--- config.mk ---
export PLATFORM = sky130hd
export DESIGN_NAME = qnigma_buf_reader
export DESIGN_NICKNAME = d
export VERILOG_FILES = /design/src/rtl/qnigma_buf_reader_pkg.sv /design/src/rtl/qnigma_skid_fifo.sv /design/src/rtl/qnigma_buf_reader.sv
export SDC_FILE = /design/constraint.sdc
export NUM_CORES = 1
export LEC_CHECK = 0
export BUFFER_PORTS_ARGS = -buffer_cell sky130_fd_sc_hd__buf_4
export CAP_MARGIN = 20
export CORE_AREA = 2 2 153 110
export CTS_BUF_LIST = sky130_fd_sc_hd__clkbuf_8
export DETAILED_ROUTE_END_ITERATION = 10
export DIE_AREA = 0 0 155 112
export GPL_TIMING_DRIVEN = 0
export RECOVER_POWER = 50
export SETUP_SLACK_MARGIN = 0.1
export SYNTH_ARGS = -nofsm -noshare
export SYNTH_HDL_FRONTEND = slang
export SYNTH_HIERARCHICAL = 1
export SYNTH_SLANG_ARGS = --single-unit
--- constraint.sdc ---
create_clock -name clk -period 3.6 [get_ports clk]
set_input_delay 0.72 -clock clk [delete_from_list [all_inputs] [get_ports clk]]
set_output_delay 0.72 -clock clk [all_outputs]
set_load 0.05 [all_outputs]
--- src/rtl/qnigma_buf_reader_pkg.sv ---
// Shared types for the packet-buffer read engine: FSM encoding, skid FIFO depth and entry layout.
package qnigma_buf_reader_pkg;

    typedef logic [1:0] state_t;

    localparam state_t StIdle  = 2'd0;
    localparam state_t StRead  = 2'd1;
    localparam state_t StDrain = 2'd2;
    localparam state_t StDone  = 2'd3;

    localparam int unsigned FifoDepth = 3;

    // The stream word width of every instance must equal EntryDw.
    localparam int unsigned EntryDw = 16;

    typedef struct packed {
        logic [EntryDw-1:0] dat;
        logic               sof;
        logic               eof;
    } fifo_entry_t;

    function automatic logic [1:0] ptr_inc(input logic [1:0] p);
        return (p == 2'(FifoDepth - 1)) ? 2'd0 : p + 2'd1;
    endfunction

endpackage

--- src/rtl/qnigma_skid_fifo.sv ---
// Three-entry register FIFO that soaks up the RAM read latency; head is a plain register read.
module qnigma_skid_fifo
    import qnigma_buf_reader_pkg::*;
#(
    parameter int unsigned Width = 18
) (
    input  logic             clk,
    input  logic             rst,
    input  logic             flush,
    input  logic             push,
    input  logic [Width-1:0] push_dat,
    input  logic             pop,
    output logic [Width-1:0] head,
    output logic [1:0]       occ
);

    logic [Width-1:0] mem_q [FifoDepth];
    logic [1:0]       wr_q;
    logic [1:0]       rd_q;
    logic [1:0]       occ_q;
    logic             do_push;
    logic             do_pop;

    assign do_push = push && (occ_q != 2'(FifoDepth));
    assign do_pop  = pop && (occ_q != 2'd0);

    always_ff @(posedge clk) begin
        if (rst || flush) begin
            wr_q  <= 2'd0;
            rd_q  <= 2'd0;
            occ_q <= 2'd0;
        end else begin
            if (do_push) begin
                wr_q <= ptr_inc(wr_q);
            end
            if (do_pop) begin
                rd_q <= ptr_inc(rd_q);
            end
            occ_q <= occ_q + {1'b0, do_push} - {1'b0, do_pop};
        end
    end

    // Storage needs no reset; occupancy alone says which entries are live.
    always_ff @(posedge clk) begin
        if (do_push) begin
            mem_q[wr_q] <= push_dat;
        end
    end

    assign head = mem_q[rd_q];
    assign occ  = occ_q;

endmodule

--- src/rtl/qnigma_buf_reader.sv ---
// Packet buffer read engine: walks the RAM read port for one command and streams the words
// out with sof/eof framing, using a 3-entry skid FIFO so out_rdy never reaches ram_a.
module qnigma_buf_reader
    import qnigma_buf_reader_pkg::*;
#(
    parameter int unsigned AW = 16,
    parameter int unsigned DW = EntryDw,
    parameter int unsigned LW = 16
) (
    input  logic          clk,
    input  logic          rst,
    input  logic          cmd_val,
    output logic          cmd_rdy,
    input  logic [AW-1:0] cmd_addr,
    input  logic [LW-1:0] cmd_len,
    input  logic          abort,
    output logic [AW-1:0] ram_a,
    input  logic [DW-1:0] ram_q,
    output logic [DW-1:0] out_dat,
    output logic          out_val,
    output logic          out_sof,
    output logic          out_eof,
    input  logic          out_rdy,
    output logic          busy,
    output logic          done
);

    state_t        state_q, state_d;
    logic [AW-1:0] addr_q;
    logic [AW-1:0] ram_a_q;
    logic [LW-1:0] len_q;
    logic [LW-1:0] issue_cnt_q;
    logic [LW-1:0] emit_cnt_q;
    logic          inflight_q;
    logic          infl_sof_q;
    logic          infl_eof_q;

    logic          hs;
    logic          kill;
    logic          credit_ok;
    logic          issue;
    logic          push;
    logic          pop;
    logic [1:0]    occ;
    fifo_entry_t   push_e;
    fifo_entry_t   head_e;

    assign cmd_rdy = (state_q == StIdle) && !rst;
    assign hs      = cmd_val && cmd_rdy;
    assign kill    = abort && (state_q != StIdle);
    assign busy    = (state_q != StIdle);
    assign done    = (state_q == StDone);

    // Credit counts words already buffered plus the one still coming back from the RAM.
    assign credit_ok = ({1'b0, occ} + {2'b0, inflight_q}) < 3'(FifoDepth);
    assign issue     = (state_q == StRead) && (issue_cnt_q != '0) && credit_ok && !kill;
    assign ram_a     = issue ? addr_q : ram_a_q;

    assign push   = inflight_q && !kill;
    assign push_e = '{dat: ram_q, sof: infl_sof_q, eof: infl_eof_q};

    assign out_val = (occ != 2'd0);
    assign pop     = out_val && out_rdy;
    assign out_dat = out_val ? head_e.dat : '0;
    assign out_sof = out_val && head_e.sof;
    assign out_eof = out_val && head_e.eof;

    qnigma_skid_fifo #(
        .Width($bits(fifo_entry_t))
    ) u_fifo (
        .clk     (clk),
        .rst     (rst),
        .flush   (kill),
        .push    (push),
        .push_dat(push_e),
        .pop     (pop),
        .head    (head_e),
        .occ     (occ)
    );

    always_comb begin
        state_d = state_q;
        if (kill) begin
            state_d = StIdle;
        end else begin
            unique case (state_q)
                StIdle:  if (hs) state_d = (cmd_len == '0) ? StDone : StRead;
                StRead:  if (issue_cnt_q == '0) state_d = StDrain;
                StDrain: if (pop && (emit_cnt_q == LW'(1))) state_d = StDone;
                StDone:  state_d = StIdle;
                default: state_d = StIdle;
            endcase
        end
    end

    always_ff @(posedge clk) begin
        if (rst) begin
            state_q     <= StIdle;
            addr_q      <= '0;
            ram_a_q     <= '0;
            len_q       <= '0;
            issue_cnt_q <= '0;
            emit_cnt_q  <= '0;
            inflight_q  <= 1'b0;
            infl_sof_q  <= 1'b0;
            infl_eof_q  <= 1'b0;
        end else begin
            state_q    <= state_d;
            inflight_q <= issue;
            ram_a_q    <= ram_a;
            if (issue) begin
                addr_q      <= addr_q + AW'(1);
                issue_cnt_q <= issue_cnt_q - LW'(1);
                infl_sof_q  <= (issue_cnt_q == len_q);
                infl_eof_q  <= (issue_cnt_q == LW'(1));
            end
            if (hs) begin
                addr_q      <= cmd_addr;
                len_q       <= cmd_len;
                issue_cnt_q <= cmd_len;
                emit_cnt_q  <= cmd_len;
            end else if (pop && (emit_cnt_q != '0)) begin
                emit_cnt_q <= emit_cnt_q - LW'(1);
            end
        end
    end

endmodule

* Word level (Yosys, flattened, before mapping)
Memory sizes are Yosys's and may differ from the RTL's. A register that Yosys moved wholly into a read port is not among the register bits. Index checks and enable logic that the tools add are counted.
Cells by class: $add $sub $neg 8, magnitude comparators 1, equal/unequal tests 12, mux-type cells 19, reductions and logical operators 28
Operators by type and width (count):
- 2-to-1 mux 16 bit | 8
- == test 16 x 1 -> 1 bit (second input constant) | 2
- zero test 16 bit | 2
- nonzero test 16 bit | 2
- subtractor 16 x 1 -> 16 bit (second input constant) | 2
- adder 16 x 1 -> 16 bit (second input constant) | 1
- == test 16 bit | 1
- 2-to-1 mux 2 bit | 8
- logical AND 1 bit | 14
- == test 2 bit (second input constant) | 4
- case mux 2 bit (4 select lines) | 1
- nonzero test 2 bit | 4
- inequality test 2 bit (second input constant) | 3
- adder 2 x 1 -> 2 bit (second input constant) | 2
- adder 2 x 1 -> 3 bit | 1
- < comparator 3 x 2 -> 1 bit (second input constant) | 1
- AND reduction 3 bit | 1
- adder 2 x 1 -> 2 bit | 1
- == test 2 x 1 -> 1 bit (second input constant) | 1
- zero test 1 bit | 2
- zero test 2 bit | 1
- 2-to-1 mux 1 bit | 2
- inequality test 2 x 1 -> 1 bit (second input constant) | 1
- OR reduction 2 bit | 1
- other kinds (2) | 2
Word-level totals: bits in registers 91, memory bits (writable) 54, input bits 53, memories 1
Memory list:
- u_fifo.mem_q | depth 3, width 18, rd ports 1, clocked after memory_dff 1, write ports 1, line qnigma_skid_fifo.sv:17 | logic [Width-1:0] mem_q [FifoDepth];

* Logic depth before layout (Yosys ltp)
word-level depth 7, depth in mapped cells 11, depth with buffers taken out 11

* Hierarchy
Netlist, hierarchy kept.
By module, submodules not included:
- qnigma_buf_reader | times used 1, cells an instance 535, area each 4606.9 µm², sequential area each 1701.6 µm²
- qnigma_skid_fifo | times used 1, cells an instance 148, area each 2398.6 µm², sequential area each 1781.7 µm²

* Least setup slack after synthesis
No wires, ideal clock.
path type input to register, start in abort, end mem u_fifo.mem_q[1][0], enable pin, library setup time 0.420 ns, arrival 2.666 ns, required time 3.180 ns, setup slack 0.515 ns, cell stages on the path 5, path through nand2b_1 -> and2_1 -> a21boi_2 -> inv_1 -> nor3b_1
On the way: longest elaborated chain between the ends 6
Ends and longest elaborated chain:
- start, declared | line qnigma_buf_reader.sv:16 | input logic abort,
- logical AND 1 bit | line qnigma_buf_reader.sv:50 | assign kill = abort && (state_q != StIdle);
- zero test 1 bit | line qnigma_buf_reader.sv:59 | assign push = inflight_q && !kill;
- logical AND 1 bit | line qnigma_buf_reader.sv:59
- net push | line qnigma_buf_reader.sv:42 | logic push;
- logical AND 1 bit | line qnigma_skid_fifo.sv:24 | assign do_push = push && (occ_q != 2'(FifoDepth));
- 2-to-1 mux 1 bit | line qnigma_skid_fifo.sv:45 | if (do_push) begin
- 2-to-1 mux 1 bit (implied by the code) | line qnigma_skid_fifo.sv:46 | mem_q[wr_q] <= push_dat;
- end, declared | line qnigma_skid_fifo.sv:17
The timed path passes the listed nets, and every way through them passes these cells.

* Final worst setup path
start reg u_fifo.occ_q[0], in the netlist u_fifo/occ[0], end out ram_a[1]
On the way: longest elaborated chain between the ends 5
Ends and longest elaborated chain:
- start, declared | line qnigma_skid_fifo.sv:20 | logic [1:0] occ_q;
- start signal, assigned | line qnigma_skid_fifo.sv:39 | occ_q <= occ_q + {1'b0, do_push} - {1'b0, do_pop};
- adder 2 x 1 -> 3 bit | line qnigma_buf_reader.sv:55 | assign credit_ok = ({1'b0, occ} + {2'b0, inflight_q}) < 3'(FifoDepth);
- < comparator 3 x 2 -> 1 bit | line qnigma_buf_reader.sv:55
- logical AND 1 bit (2 in a row) | line qnigma_buf_reader.sv:56 | assign issue = (state_q == StRead) && (issue_cnt_q != '0) && credit_ok && !kill;
- 2-to-1 mux 16 bit | line qnigma_buf_reader.sv:57 | assign ram_a = issue ? addr_q : ram_a_q;
- end, declared | line qnigma_buf_reader.sv:17 | output logic [AW-1:0] ram_a,
Every way passes these cells.

==> impl_metrics.toml <==
[floorplanning]
die_w_um = 155
rows = 39
top_level_ports = 91
dieArea_um2 = 17400
core_um2 = 16000
start_util_pct = 43.9
fp.dieH_um = 112

[grt]
top_usage_layer = "met1"
overflow = 0
met1_usage_pct = 33.3
grt_util_met3_pct = 5.84
grt_pass1_vias = 5377
use_met2_pct = 30.5
grt_max_degree = 17
grt_usage_pct = 21.9
antenna_found_initial = 0
grt_pass1_wl_um = 28900

[power_and_ir_drop]
seqPwrFrac_pct = 41.6
finalPower_w = 0.00497
vdd_drop_max_v = 0.000337
power_frac_comb_pct = 32.0
p_sw_share_pct = 36.2
powerDensity_nw_per_um2 = 593
leakage_nw = 2.97
p_switching_w = 0.00180
p_int_w = 0.00318
clockPowerShare_pct = 26.3

[detailed_routing]
drtPass1Iterations = 5
drtIter0Drc = 527
drc_errors = 0
wl_per_cell_um = 18.4
drt-total-wl_um = 18700
vias_per_cell = 5.55
drtAntennaViolNets = 0
detailroute.via_count = 5649

[sta]
tightest_slew_ps = 979
hold_violations = 0
final.period_utilization_pct = 94.1
fin_setup_tns_ps = 0
clock_skew_ps = 17.7
final_max_slew_viol_count = 0
fmax_mhz = 295
finalSetupViolations = 0
min_period_ps = 3390
grt_setup_unrepaired = "false"
relSlewSlack_pct = 34.4

[critical_path]
required_ps = 2880
path_class = "register to output port"
slowest_stage = "mux2_2"
worstSetupEndpointType = "output port"
critPathMaxFanout = 8
cpPeakStageDelay_ps = 380
cp_cell_sequence = "ha_1, ha_1, a21oi_4, nand3_4, nor2_4, clkbuf_1, mux2_2, buf_4"
cpMostUsedCell = "ha_1"
arrival_ps = 2670
cp-start-kind = "register"

[yosys]
postSynthCellCount = 683
seq_area_frac_synth_pct = 49.7
synth-edff-count = 54
syn_area_um2 = 7010
yosysTopAreaCell = "dfxtp_1"
synth_common_cells = "dfxtp_1, nand2_1, edfxtp_1, a21oi_1, nor2b_1"
synth_warnings = 6
netlist_top_cells_area = "dfxtp_1, edfxtp_1, nand2_1, xnor2_1, mux2i_1"
async_flop_share_pct = 0
synth.distinct_cells = 65
synth_flop_cell = "dfxtp_1"
synth_top_area_share_pct = 26.6
synth_seq_cells = 147
avgSynthCellArea_um2 = 10.3
syn_nets = 750
yosys.cell_count.top_type = "dfxtp_1"

[hold_path]
hold_class = "register to register"

[cells_and_area]
antenna_cells = 0
areaGrowthSynthToFinish_pct = 19.6
nets = 866
drive_above_1_share_pct = 19.0

[clock_tree]
cts.path.max_buffers = 2
cts_root_buffer = "clkbuf_8"
cts_tree = "done"
cts_buffers = 17
cts-htree-levels = 4
cts.clk_slew.worst_paths_ps = 80
clock_latency_ps = 450
clock_sink_count = 147

[place]
io_buffers = 90
hpwl_um = 14100
place.gp.congestion = 0.910

[job]
maxCapViolations = 0

[run_status]
outcome = "finished clean"
[worst max-delay path: cells and delay by family (launching register included)]
| family | cells | cell delay [ps] |
|---|---|---|
| adder cells (fa/ha/maj) | 2 | 510 |
| flip-flops | 1 | 350 |
| AND/OR/NAND/NOR | 2 | 390 |
| multiplexers | 1 | 380 |
| AO/OA/AOI/OAI | 1 | 170 |
| buffers and inverters | 2 | 430 |
[routing by layer]
metal  vias to the layer above  wire length (um)
li1                       2713                 -
met1                      2741              9400
met2                       174              7800
met3                        21              1300
met4                         0               236
met5                         -                 0
[cells in the final DEF, fill, tap and decap left out, types with 10 or more instances in the layout]
cell type / count
a21oi_1: 42
buf_4: 75
clkbuf_1: 43
clkbuf_8: 19
dfxtp_1: 91
edfxtp_1: 54
ha_1: 14
inv_1: 16
mux2_2: 13
mux2i_1: 22
nand2_1: 66
nand3_1: 17
nand4_1: 21
nor2_1: 33
nor2b_1: 35
nor3_1: 10
nor4_1: 13
o21ai_0: 17
o21ai_1: 10
o21bai_1: 12
or3_1: 10
xnor2_1: 28
xor2_1: 18
[per-stage QoR]
stage / area [um2] / instances / worst slack (ps) / utilization [%] / hold WS, ps
after floorplan: 7010 / 683 / 515 / - / 437
after global placement: 7940 / 978 / -838 / 49.7 / 462
after detailed placement: 8000 / 983 / 25.1 / 50.2 / 465
after CTS: 8460 / 1016 / 123 / 53.0 / 444
after global routing: 8380 / 1017 / 66.8 / 52.5 / 463
final: 8380 / 1017 / 212 / 52.5 / 473
[area by class of cell]
cell class	instances	area (um2)
inverters	15	56.3
multi-input cells	483	3290
flip-flops and latches	147	3490
clock inverters	15	165
repair buffers	97	669
plain buffers	38	226
fillers	1455	7580
clock buffers	17	234
well taps	205	256
[worst paths after layout]
kind,startpoint,endpoint,slack (ps),cells after the start
hold reg to reg,len_q[11]$_SDFFE_PP0P_,len_q[11]$_SDFFE_PP0P_,470,2
hold / removal,len_q[11]$_SDFFE_PP0P_,len_q[11]$_SDFFE_PP0P_,470,2
setup reg to reg,state_q[0]$_SDFFE_PP0P_,u_fifo/mem_q[1][14]$_DFFE_PP_,650,8
setup / recovery,u_fifo/occ[0]$_SDFF_PP0_,ram_a[1],210,8
[power by group through the flow]
stage / clock network [W] / registers, W / logic (W)
after floorplan: 0 / 0.00205 / 0.00112
after global placement: 0 / 0.00209 / 0.00153
after detailed placement: 0 / 0.00210 / 0.00156
after CTS: 0.00134 / 0.00206 / 0.00160
after global routing: 0.00141 / 0.00209 / 0.00172
final: 0.00131 / 0.00207 / 0.00159
[state kept, by name (all words and copies together) (netlist names), named ones only]
signal / cells
u_fifo/occ: 2
u_fifo/wr_q: 2
state_q: 2
u_fifo/mem_q: 54
addr_q: 16
u_fifo/rd_q: 2
ram_a_q: 16
issue_cnt_q: 16
len_q: 16
infl_eof_q: 1
emit_cnt_q: 16
inflight_q: 1
infl_sof_q: 1
[kinds of logic after synthesis]
| family | count (synthesis) | share of synthesized area (%) |
|---|---|---|
| AOI/OAI and AO/OA | 122 | 10.9 |
| buffers and inverters | 53 | 4.27 |
| muxes | 42 | 6.36 |
| xor gates and xnor gates | 47 | 6.07 |
| adders and majority gates | 14 | 2.50 |
| and+or+nand+nor | 258 | 20.2 |
| DFF | 147 | 49.7 |
[repair_timing]
action / in CTS / in global routing
endpoints found under the setup margin: 16 / 15
gates resized for setup: 9 / 6
hold buffers: 0 / 0
pin swaps: 1 / 2
setup buffers: 1 / 1
Power figures use the tool's default switching activity.
